===== config.mk =====
export PLATFORM = sky130hd
export DESIGN_NAME = dom_ascon_sbox_pipe
export DESIGN_NICKNAME = d
export VERILOG_FILES = /design/src/rtl/dom_sbox_pkg.sv /design/src/rtl/dom_and_nshare.sv /design/src/rtl/dom_ascon_sbox_pipe.sv
export SDC_FILE = /design/constraint.sdc
export NUM_CORES = 1
export LEC_CHECK = 0
export CORE_MARGIN = 4
export CORE_UTILIZATION = 40
export DETAILED_ROUTE_END_ITERATION = 10
export PLACE_DENSITY = 0.67
export SYNTH_ARGS = -nofsm -noshare
export SYNTH_HDL_FRONTEND = slang
export SYNTH_SLANG_ARGS = --single-unit

===== constraint.sdc =====
create_clock -name clk -period 1.7 [get_ports clk]
set_input_delay 0.425 -clock clk [delete_from_list [all_inputs] [get_ports clk]]
set_output_delay 0.425 -clock clk [all_outputs]
set_load 0.01 [all_outputs]

===== src/rtl/dom_sbox_pkg.sv =====
// rtl/dom_sbox_pkg.sv - constants, packing helpers and golden model for the DOM-masked Ascon S-box array
package dom_sbox_pkg;

    localparam int ASCON_SBOX_W = 5;

    function automatic int rnd_per_and(input int shares);
        return shares * (shares - 1) / 2;
    endfunction

    // Position of the fresh-randomness bit shared by share pair (i, j), i < j.
    function automatic int pair_idx(input int shares, input int i, input int j);
        return i * shares - (i * (i + 1)) / 2 + (j - i - 1);
    endfunction

    function automatic int share_bit(input int lanes, input int s, input int l, input int b);
        return (s * lanes + l) * ASCON_SBOX_W + b;
    endfunction

    function automatic logic [4:0] sbox_ref(input logic [4:0] x);
        logic x0, x1, x2, x3, x4;
        logic t0, t1, t2, t3, t4;
        {x0, x1, x2, x3, x4} = x;
        x0 ^= x4; x4 ^= x3; x2 ^= x1;
        t0 = ~x0 & x1; t1 = ~x1 & x2; t2 = ~x2 & x3; t3 = ~x3 & x4; t4 = ~x4 & x0;
        x0 ^= t1; x1 ^= t2; x2 ^= t3; x3 ^= t4; x4 ^= t0;
        x1 ^= x0; x0 ^= x4; x3 ^= x2; x2 = ~x2;
        return {x0, x1, x2, x3, x4};
    endfunction

endpackage


===== src/rtl/dom_and_nshare.sv =====
// rtl/dom_and_nshare.sv - one registered DOM-indep AND gate over SHARES Boolean shares
module dom_and_nshare
    import dom_sbox_pkg::*;
#(
    parameter int SHARES = 2,
    localparam int RPA = rnd_per_and(SHARES)
) (
    input  logic              clk,
    input  logic              rst,
    input  logic              en,
    input  logic [SHARES-1:0] a,
    input  logic [SHARES-1:0] b,
    input  logic [RPA-1:0]    z,
    output logic [SHARES-1:0] q
);

    // Row i of the term matrix holds every product feeding output share i.
    logic [SHARES*SHARES-1:0] term_d;
    logic [SHARES*SHARES-1:0] term_q;

    for (genvar i = 0; i < SHARES; i++) begin : g_row
        for (genvar j = 0; j < SHARES; j++) begin : g_col
            if (i == j) begin : g_inner
                assign term_d[i*SHARES+j] = a[i] & b[j];
            end else begin : g_cross
                localparam int P = (i < j) ? pair_idx(SHARES, i, j) : pair_idx(SHARES, j, i);
                assign term_d[i*SHARES+j] = (a[i] & b[j]) ^ z[P];
            end
        end
        assign q[i] = ^term_q[i*SHARES +: SHARES];
    end

    always_ff @(posedge clk) begin
        if (rst) begin
            term_q <= '0;
        end else if (en) begin
            term_q <= term_d;
        end
    end

endmodule


===== src/rtl/dom_ascon_sbox_pipe.sv =====
// rtl/dom_ascon_sbox_pipe.sv - LANES parallel DOM-masked Ascon S-boxes with valid/ready stall; DOM_SBOX_OUTREG_EN adds an output register stage
module dom_ascon_sbox_pipe
    import dom_sbox_pkg::*;
#(
    parameter int SHARES = 2,
    parameter int LANES  = 1,
    localparam int RPA = rnd_per_and(SHARES),
    localparam int W   = SHARES * LANES * ASCON_SBOX_W
) (
    input  logic                     clk,
    input  logic                     rst,
    input  logic                     in_valid,
    output logic                     in_ready,
    input  logic [W-1:0]             x_sh,
    input  logic                     rnd_valid,
    input  logic [LANES*5*RPA-1:0]   z,
    output logic                     out_valid,
    input  logic                     out_ready,
    output logic [W-1:0]             y_sh
);

    logic         accept;
    logic [W-1:0] pre;
    logic [W-1:0] pre_q;
    logic [W-1:0] t;
    logic [W-1:0] y_comb;

    assign accept = in_valid & rnd_valid & in_ready;

    // AND k computes t_k = ~x_k & x_{k+1}; x_k sits at bit 4-k.
    for (genvar l = 0; l < LANES; l++) begin : g_lane
        for (genvar k = 0; k < 5; k++) begin : g_and
            logic [SHARES-1:0] a;
            logic [SHARES-1:0] b;
            logic [SHARES-1:0] q;
            for (genvar s = 0; s < SHARES; s++) begin : g_sh
                assign a[s] = pre[share_bit(LANES, s, l, 4 - k)] ^ ((s == 0) ? 1'b1 : 1'b0);
                assign b[s] = pre[share_bit(LANES, s, l, 4 - ((k + 1) % 5))];
                assign t[share_bit(LANES, s, l, 4 - k)] = q[s];
            end
            dom_and_nshare #(.SHARES(SHARES)) u_and (
                .clk (clk),
                .rst (rst),
                .en  (accept),
                .a   (a),
                .b   (b),
                .z   (z[(l*5+k)*RPA +: RPA]),
                .q   (q)
            );
        end

        for (genvar s = 0; s < SHARES; s++) begin : g_lin
            localparam int B = share_bit(LANES, s, l, 0);
            localparam logic INV = (s == 0) ? 1'b1 : 1'b0;
            logic [4:0] v;
            logic [4:0] pq;
            logic [4:0] tt;
            logic [4:0] c;
            assign v  = x_sh[B +: 5];
            assign pq = pre_q[B +: 5];
            assign tt = t[B +: 5];

            assign pre[B+4] = v[4] ^ v[0];
            assign pre[B+3] = v[3];
            assign pre[B+2] = v[2] ^ v[3];
            assign pre[B+1] = v[1];
            assign pre[B+0] = v[0] ^ v[1];

            assign c[4] = pq[4] ^ tt[3];
            assign c[3] = pq[3] ^ tt[2];
            assign c[2] = pq[2] ^ tt[1];
            assign c[1] = pq[1] ^ tt[0];
            assign c[0] = pq[0] ^ tt[4];

            assign y_comb[B+4] = c[4] ^ c[0];
            assign y_comb[B+3] = c[3] ^ c[4];
            assign y_comb[B+2] = c[2] ^ INV;
            assign y_comb[B+1] = c[1] ^ c[2];
            assign y_comb[B+0] = c[0];
        end
    end

    always_ff @(posedge clk) begin
        if (rst) begin
            pre_q <= '0;
        end else if (accept) begin
            pre_q <= pre;
        end
    end

`ifdef DOM_SBOX_OUTREG_EN
    logic         v1;
    logic         v2;
    logic         adv2;
    logic [W-1:0] y_q;

    assign adv2     = !v2 | out_ready;
    assign in_ready = !(v1 & v2 & !out_ready);

    always_ff @(posedge clk) begin
        if (rst) begin
            v1  <= 1'b0;
            v2  <= 1'b0;
            y_q <= '0;
        end else begin
            if (adv2) begin
                v2 <= v1;
                if (v1) begin
                    y_q <= y_comb;
                end
            end
            if (accept) begin
                v1 <= 1'b1;
            end else if (adv2) begin
                v1 <= 1'b0;
            end
        end
    end

    assign out_valid = v2;
    assign y_sh      = y_q;
`else
    logic v1;

    assign in_ready = !v1 | out_ready;

    always_ff @(posedge clk) begin
        if (rst) begin
            v1 <= 1'b0;
        end else if (accept) begin
            v1 <= 1'b1;
        end else if (out_ready) begin
            v1 <= 1'b0;
        end
    end

    // Share-0 complement would otherwise leak a constant onto an idle output.
    assign out_valid = v1;
    assign y_sh      = {W{v1}} & y_comb;
`endif

endmodule


==> flow_summary_export.csv, run 1 <==
group,metric,value,unit
synthesis,synth_enable_flop_cells,0,
sta,clock.fmax,493.5,MHz
setup_path,capturing_element_type_of_the_critical_path,"primary output",
outcome,run_status,"complete, but fails checks",
die,core_region_area,4086,um^2
sta,report.final.setup_viol,9,
setup_path,critical_path_startpoint_category,"flip-flop",
cells_and_area,num-nets-final,267,
sta,timing.final.crit_share,119.2,%
power_and_ir_drop,p_per_area,837.2,nW/um^2
synthesis,synth.top_cells.by_area,"sky130_fd_sc_hd__dfxtp_1, sky130_fd_sc_hd__xnor3_1, sky130_fd_sc_hd__a21oi_1",
drt,detail-route-antenna-nets,0,
cts,tritoncts_clock_tree,"done",
die,die_height,73.54,um
cts,clock_insertion_delay_worst_skew,280,ps
synthesis,yosys_register_bits,31,
synthesis,synth_simple_gate_area_share,13.26,%
synthesis,syn_area_per_cell,9.336,um^2
cts,clock_tree.buffer_depth,2,
global_routing,grt_usage,18.00,%
global_routing,first_global_vias,1485,
sta,slew_headroom,57.20,%
synthesis,synthCells,184,
synthesis,synthesis.area,1718,um^2
drt,remaining_drc_errors,0,
sta,final_hold_viol_count,0,
drt,wl_per_cell,15.20,um
global_routing,grt.overflow.total,0,
cts,clkSlewWorstSetupHoldPaths,70,ps
synthesis,synth_top_family_by_area,"compound AO/OA/AOI/OAI gates",
synthesis,synth_compound_gate_area_share,22.29,%
synthesis,yosys_warnings,0,
die,ios,32,
die,fp.dieW,73.54,um
cells_and_area,multi_input_area,1030,um^2
synthesis,synth.net_count,208,
cts,cts_root_buf,"sky130_fd_sc_hd__clkbuf_8",
place,port_bufs,31,
power_and_ir_drop,total_power,2039,uW
cts,numCtsBuffers,5,
drt,via_count,1583,
hold_path,hold_class,"reg2reg",
synthesis,post_synthesis_cell_type_count,24,
cells_and_area,post_route_cells_drive_above_1_share,30.74,%
power_and_ir_drop,power.static_leakage,0.0009898,uW
cts,clkSinkCount,31,
sta,grt_setup_unrepaired,"true",
drt,detail_route.first_pass.iterations,5,
cts,clock_tree.htree_level_count,2,
global_routing,grt_antenna_before_repair,0,
synthesis,synthMuxAreaShare,0,%
synthesis,synth_seq_area_share,36.13,%
synthesis,postSynth.topFlopCell,"sky130_fd_sc_hd__dfxtp_1",
die,start_util,42.04,%
setup_path,worstPathArrival,1600,ps
setup_path,critPathTopFamily,"XOR/XNOR gates",
sta,worstMarginPinSlew,637.4,ps
sta,final.hold.worst_slack,477.7,ps
synthesis,synthXorXnorAreaFrac,19.74,%
setup_path,critPathBufInv,2,
sta,worst_clock_skew,3.556,ps
outcome,violations_in_the_final_reports,"negative setup slack",
setup_path,cpPeakStageDelay,420,ps
power_and_ir_drop,irDropWorstVdd,383.0,uV
setup_path,timing.critical_path.required,1270,ps
cells_and_area,layout_stage_area_growth_over_the_synthesis_result,41.81,%
setup_path,worst-path-max-fanout,2,
cells_and_area,nFillCells,390,
setup_path,cp_cell_sequence,"xnor3_1, buf_4, xor2_1, and2_1, buf_2",
die,core.rowCount,23,
die,design.die.area,5407,um^2
place,gpl.final_weighted_congestion,0.8059,
setup_path,timing_worst_setup_path_type,"reg2out",
synthesis,synth-async-reset-ratio,0,%
cells_and_area,antennaDiodeCount,0,
sta,timing.final.max_slew_violations,0,
sta,timing.final.ws_setup,-326.3,ps
global_routing,grt_pass1_wl,7452,um
global_routing,grt_max_degree,32,
cells_and_area,layout.area.seq,640.6,um^2
synthesis,synth_top_cell_by_area,"sky130_fd_sc_hd__dfxtp_1",
sta,timing.final.crit_period,2026,ps
drt,post_drt_via_cell_ratio,5.384,
setup_path,cell_at_the_slowest_stage_of_the_critical_path,"sky130_fd_sc_hd__xnor3_1",
synthesis,synth_top_area_share,36.13,%
place,detailedPlacementHpwl,2962,um
place,post-place-ws,-340.3,ps
drt,wirelength,4468,um
cts,cts_hold_buf,0,
drt,first_iter_violations,127,
synthesis,synth_common_cells,"sky130_fd_sc_hd__a21oi_1, sky130_fd_sc_hd__dfxtp_1, sky130_fd_sc_hd__o21ai_0",
synthesis,adder_and_majority_cell_fraction_of_the_synthesized_area,2.913,%
setup_path,reg2reg_slack,210,ps
run,max-cap-violations,0,
-- layout by cell type, fill, tap and decap left out, types with 4 or more instances in the layout --
master	count
sky130_fd_sc_hd__dfxtp_2	16
sky130_fd_sc_hd__inv_1	6
sky130_fd_sc_hd__xor2_1	8
sky130_fd_sc_hd__a21oi_1	31
sky130_fd_sc_hd__clkbuf_8	6
sky130_fd_sc_hd__clkdlybuf4s50_1	17
sky130_fd_sc_hd__and2_1	8
sky130_fd_sc_hd__xnor2_1	5
sky130_fd_sc_hd__xnor3_1	10
sky130_fd_sc_hd__nand3_1	8
sky130_fd_sc_hd__or3_1	6
sky130_fd_sc_hd__o21ai_0	20
sky130_fd_sc_hd__buf_4	32
sky130_fd_sc_hd__a311oi_1	4
sky130_fd_sc_hd__a211oi_1	9
sky130_fd_sc_hd__buf_2	10
sky130_fd_sc_hd__nor2b_1	4
sky130_fd_sc_hd__dfxtp_1	15
-- worst paths after layout --
check	startpoint	cells after the start	end
max reg2reg	out_valid	5	g_lane[0].g_and[0].u_and.term_q[3]
min	pre_q[3]	2	pre_q[3]
max	g_lane[0].g_and[1].u_and.term_q[0]	5	y_sh[4]
min reg2reg	pre_q[3]	2	pre_q[3]
-- power by group --
| part | leakage (uW) | internal (uW) | switching, uW |
|---|---|---|---|
| logic | 0.000668 | 276 | 211 |
| clock network | 0.0000612 | 474 | 280 |
| registers | 0.000260 | 772 | 26.4 |
| total | 0.000990 | 1520 | 518 |
-- what timing repair did --
item / CTS / global route
setup buffers: 3 / 2
resized for setup: 53 / 12
pin swaps: 21 / 14
endpoints found under the setup margin: 14 / 16
-- sequential cells by signal (all words and copies together) (netlist names) --
signal                     cells
g_lane.g_and.u_and.term_q     20
pre_q                         10
out_valid                      1
-- area by class of cell --
cell class	count	share of cell area, %
Clock buffer	6	3.390
Clock inverter	2	1.438
Inverter	7	1.079
Multi-Input combinational cell	132	42.27
Sequential cell	31	26.30
Tap cell	50	2.568
Timing Repair Buffer	66	22.96
-- stage by stage --
step / utilization (%) / TNS [ps] / instance area (um^2) / std cells
2_1_floorplan: - / 0 / 1718 / 184
6_report: 59.61 / -1427 / 2436 / 294
3_5_place_dp: 55.85 / -6272 / 2282 / 281
4_1_cts: 58.54 / -1471 / 2392 / 292
3_3_place_gp: 55.85 / -5764 / 2282 / 281
5_1_grt: 59.61 / -1986 / 2436 / 294
-- logic make-up after synthesis --
group / count (synthesis)
buffers and inverters: 21
AOI/OAI and AO/OA: 67
and+or+nand+nor: 38
DFF: 31
xor gates and xnor gates: 23
adders and majority gates: 4
-- worst min-delay path, stage by stage (launching register included) --
cell and delay [ps]:
sky130_fd_sc_hd__dfxtp_2 320, sky130_fd_sc_hd__o21ai_0 60, sky130_fd_sc_hd__a21oi_1 60
-- layer usage --
metal	GRT usage [%]	share of wire [%]
met1	23.47	44
met2	29.23	50
met3	4.104	4.1
met4	6.036	1.8
met5	0	0
(Power assumes the default switching activity.)
==> run 2: changes to the inputs <==
Settings changed: GPL_TIMING_DRIVEN from default to 0.
==> run 2 against run 1 <==
The flow still finishes with violations (negative setup slack). Combinational power shrank 7.2%. Via count is 0.88% higher. Flip-flop and latch count stayed put. Wire length rose by 4.7%. Clock power down 28%. Sequential power about the same. Core utilization down 3.6 points. Clock skew increased by 1.4 ps. Register-to-register slack improved by 90 ps. Total power decreased by 12%. First-iteration DRC count fell by 13%. Maximum frequency rose by 0.88%. Critical endpoint is now y_sh[8].
==> flow_summary_export.csv, run 2 (synthesis gave the netlist of run 1 again) <==
group,metric,value,unit
hold_path,min_delay_path_depth,2,
global_routing,first_global_vias,1385,
drt,detail_route.first_pass.iterations,4,
power_and_ir_drop,irDropWorstVdd,437.2,uV
setup_path,timing.critical_path.required,1270,ps
place,post-place-ws,-719.4,ps
cts,clkSinkCount,31,
cells_and_area,multi_input_area,1061,um^2
cells_and_area,antennaDiodeCount,0,
cells_and_area,layout_stage_area_growth_over_the_synthesis_result,33.14,%
power_and_ir_drop,power.static_leakage,0.0008891,uW
power_and_ir_drop,cellInternalPower,1290,uW
drt,post_drt_via_cell_ratio,5.643,
setup_path,worstPathArrival,1580,ps
sta,timing.final.max_slew_violations,0,
die,ios,32,
global_routing,grt_antenna_before_repair,0,
power_and_ir_drop,total_power,1793,uW
hold_path,hold_end,"g_lane[0].g_and[0].u_and.term_q[0]",
sta,worstMarginPinSlew,536.6,ps
place,numPlacedInstances,265,
cells_and_area,post_route_cells_drive_above_1_share,27.04,%
cts,clock_tree.buffer_depth,2,
outcome,violations_in_the_final_reports,"negative setup slack",
place,gpl.final_weighted_congestion,0.8041,
setup_path,cpPeakStageDelay,410,ps
global_routing,grt_max_degree,11,
die,core.rowCount,23,
power_and_ir_drop,p_sw,502.3,uW
sta,timing.final.crit_share,118.1,%
sta,timing.final.crit_period,2008,ps
setup_path,critPathBufInv,2,
drt,first_iter_violations,110,
power_and_ir_drop,p_per_area,783.8,nW/um^2
cts,clock_insertion_delay_worst_skew,290,ps
sta,slew_headroom,64.23,%
drt,wirelength,4680,um
sta,grt_setup_unrepaired,"true",
die,design.die.area,5407,um^2
cells_and_area,num-nets-final,258,
setup_path,timing_worst_setup_path_type,"reg2out",
global_routing,grt_usage,18.11,%
sta,worst_clock_skew,4.993,ps
drt,remaining_drc_errors,0,
cells_and_area,flip_flop_count_of_the_largest_register_after_layout,20,
setup_path,critPathTopFamily,"XOR/XNOR gates",
die,die_height,73.54,um
setup_path,capturing_element_type_of_the_critical_path,"primary output",
cells_and_area,nFillCells,409,
drt,detail-route-antenna-nets,0,
cells_and_area,layoutNonFillerInstCount,283,
sta,clock.fmax,497.9,MHz
sta,timing.final.ws_setup,-308.5,ps
cts,cts_hold_buf,0,
setup_path,reg2reg_from,"out_valid",
die,fp.dieW,73.54,um
place,detailedPlacementHpwl,3178,um
cells_and_area,layout.area.seq,640.6,um^2
global_routing,grt.overflow.total,0,
outcome,run_status,"complete, but fails checks",
cells_and_area,layout.cells.most_common,"sky130_fd_sc_hd__a21oi_1",
setup_path,rr_endpoint,"g_lane[0].g_and[4].u_and.term_q[3]",
setup_path,critical_path_startpoint_category,"flip-flop",
sta,final.hold.worst_slack,482.2,ps
sta,final_hold_viol_count,0,
cells_and_area,max_flop_register,"g_lane.g_and.u_and.term_q",
setup_path,cp_cell_sequence,"xnor3_1, buf_4, xor2_1, and2_1, buf_2",
sta,report.final.setup_viol,10,
setup_path,cell_at_the_slowest_stage_of_the_critical_path,"sky130_fd_sc_hd__xnor3_1",
global_routing,grt_pass1_wl,7293,um
cts,clock_tree.htree_level_count,2,
power_and_ir_drop,pwr-share-clk,30.1,%
cts,clkSlewWorstSetupHoldPaths,60,ps
power_and_ir_drop,p_sw_share,28.02,%
drt,wl_per_cell,16.54,um
hold_path,hold_class,"reg2reg",
setup_path,reg2reg_slack,300,ps
cts,numCtsBuffers,5,
cts,tritoncts_clock_tree,"done",
hold_path,hold_path_startpoint,"g_lane[0].g_and[0].u_and.term_q[0]",
power_and_ir_drop,power_frac_seq,44.7,%
power_and_ir_drop,p_comb_share,25.2,%
run,max-cap-violations,0,
drt,via_count,1597,
die,start_util,42.04,%
place,port_bufs,31,
cells_and_area,layout_common_cells,"sky130_fd_sc_hd__a21oi_1, sky130_fd_sc_hd__o21ai_0, sky130_fd_sc_hd__dfxtp_2",
setup_path,worst-path-max-fanout,2,
die,core_region_area,4086,um^2
setup_path,ff2ff_path_depth,5,
cts,cts_root_buf,"sky130_fd_sc_hd__clkbuf_8",
-- run 2: routing by layer --
| metal | up-vias | wire (um) | global-route usage (%) |
|---|---|---|---|
| li1 | 770 | - | - |
| met5 | - | 0 | 0 |
| met3 | 10 | 357 | 4.651 |
| met2 | 69 | 2263 | 26.48 |
| met1 | 748 | 1968 | 25.28 |
| met4 | 0 | 90 | 7.445 |
-- run 2: power groups by stage --
| stage | clock network, uW | registers (uW) | logic (uW) |
|---|---|---|---|
| 2_1_floorplan | 0 | 803 | 262 |
| 3_3_place_gp | 0 | 810 | 406 |
| 6_report | 540 | 800 | 452 |
| 5_1_grt | 563 | 805 | 492 |
| 4_1_cts | 541 | 798 | 432 |
| 3_5_place_dp | 0 | 811 | 408 |
-- run 2: layout make-up --
class	count	share of cell area [%]
flip-flops and latches	31	28.01
well taps	50	2.735
repair buffers	43	15.04
multi-input cells	132	46.39
clock buffers	6	3.173
plain buffers	14	3.501
inverters	7	1.149
-- run 2: metrics by stage --
step / utilization [%] / area [um^2] / TNS, ps
3_5_place_dp: 51.16 / 2091 / -11200
6_report: 55.97 / 2287 / -1624
5_1_grt: 55.97 / 2287 / -2143
3_3_place_gp: 51.16 / 2091 / -10860
2_1_floorplan: - / 1718 / 0
4_1_cts: 53.89 / 2202 / -1616
-- run 2: timing repair --
action                                  in CTS  in global routing
endpoints found under the hold margin        0                  0
gates resized for setup                     67                 14
setup buffers                                5                  7
pin swaps                                   12                  9
endpoints found under the setup margin      23                 31
-- run 2: tightest hold or removal path, stage by stage (launching register included) --
cell	delay (ps)
sky130_fd_sc_hd__dfxtp_2	320
sky130_fd_sc_hd__o21ai_0	60
sky130_fd_sc_hd__a21oi_1	60
-- run 2: worst max path at each step --
stage,depth (start not counted),slack [ps],start,endpoint
global placement,6,-700,out_ready,in_ready
finish,5,-310,g_lane[0].g_and[1].u_and.term_q[2],y_sh[8]
global route,5,-360,g_lane[0].g_and[1].u_and.term_q[2],y_sh[8]
floorplan,3,210,g_lane[0].g_and[1].u_and.term_q[2],y_sh[8]
CTS,5,-320,pre_q[9],y_sh[8]
detailed placement,6,-720,out_ready,in_ready
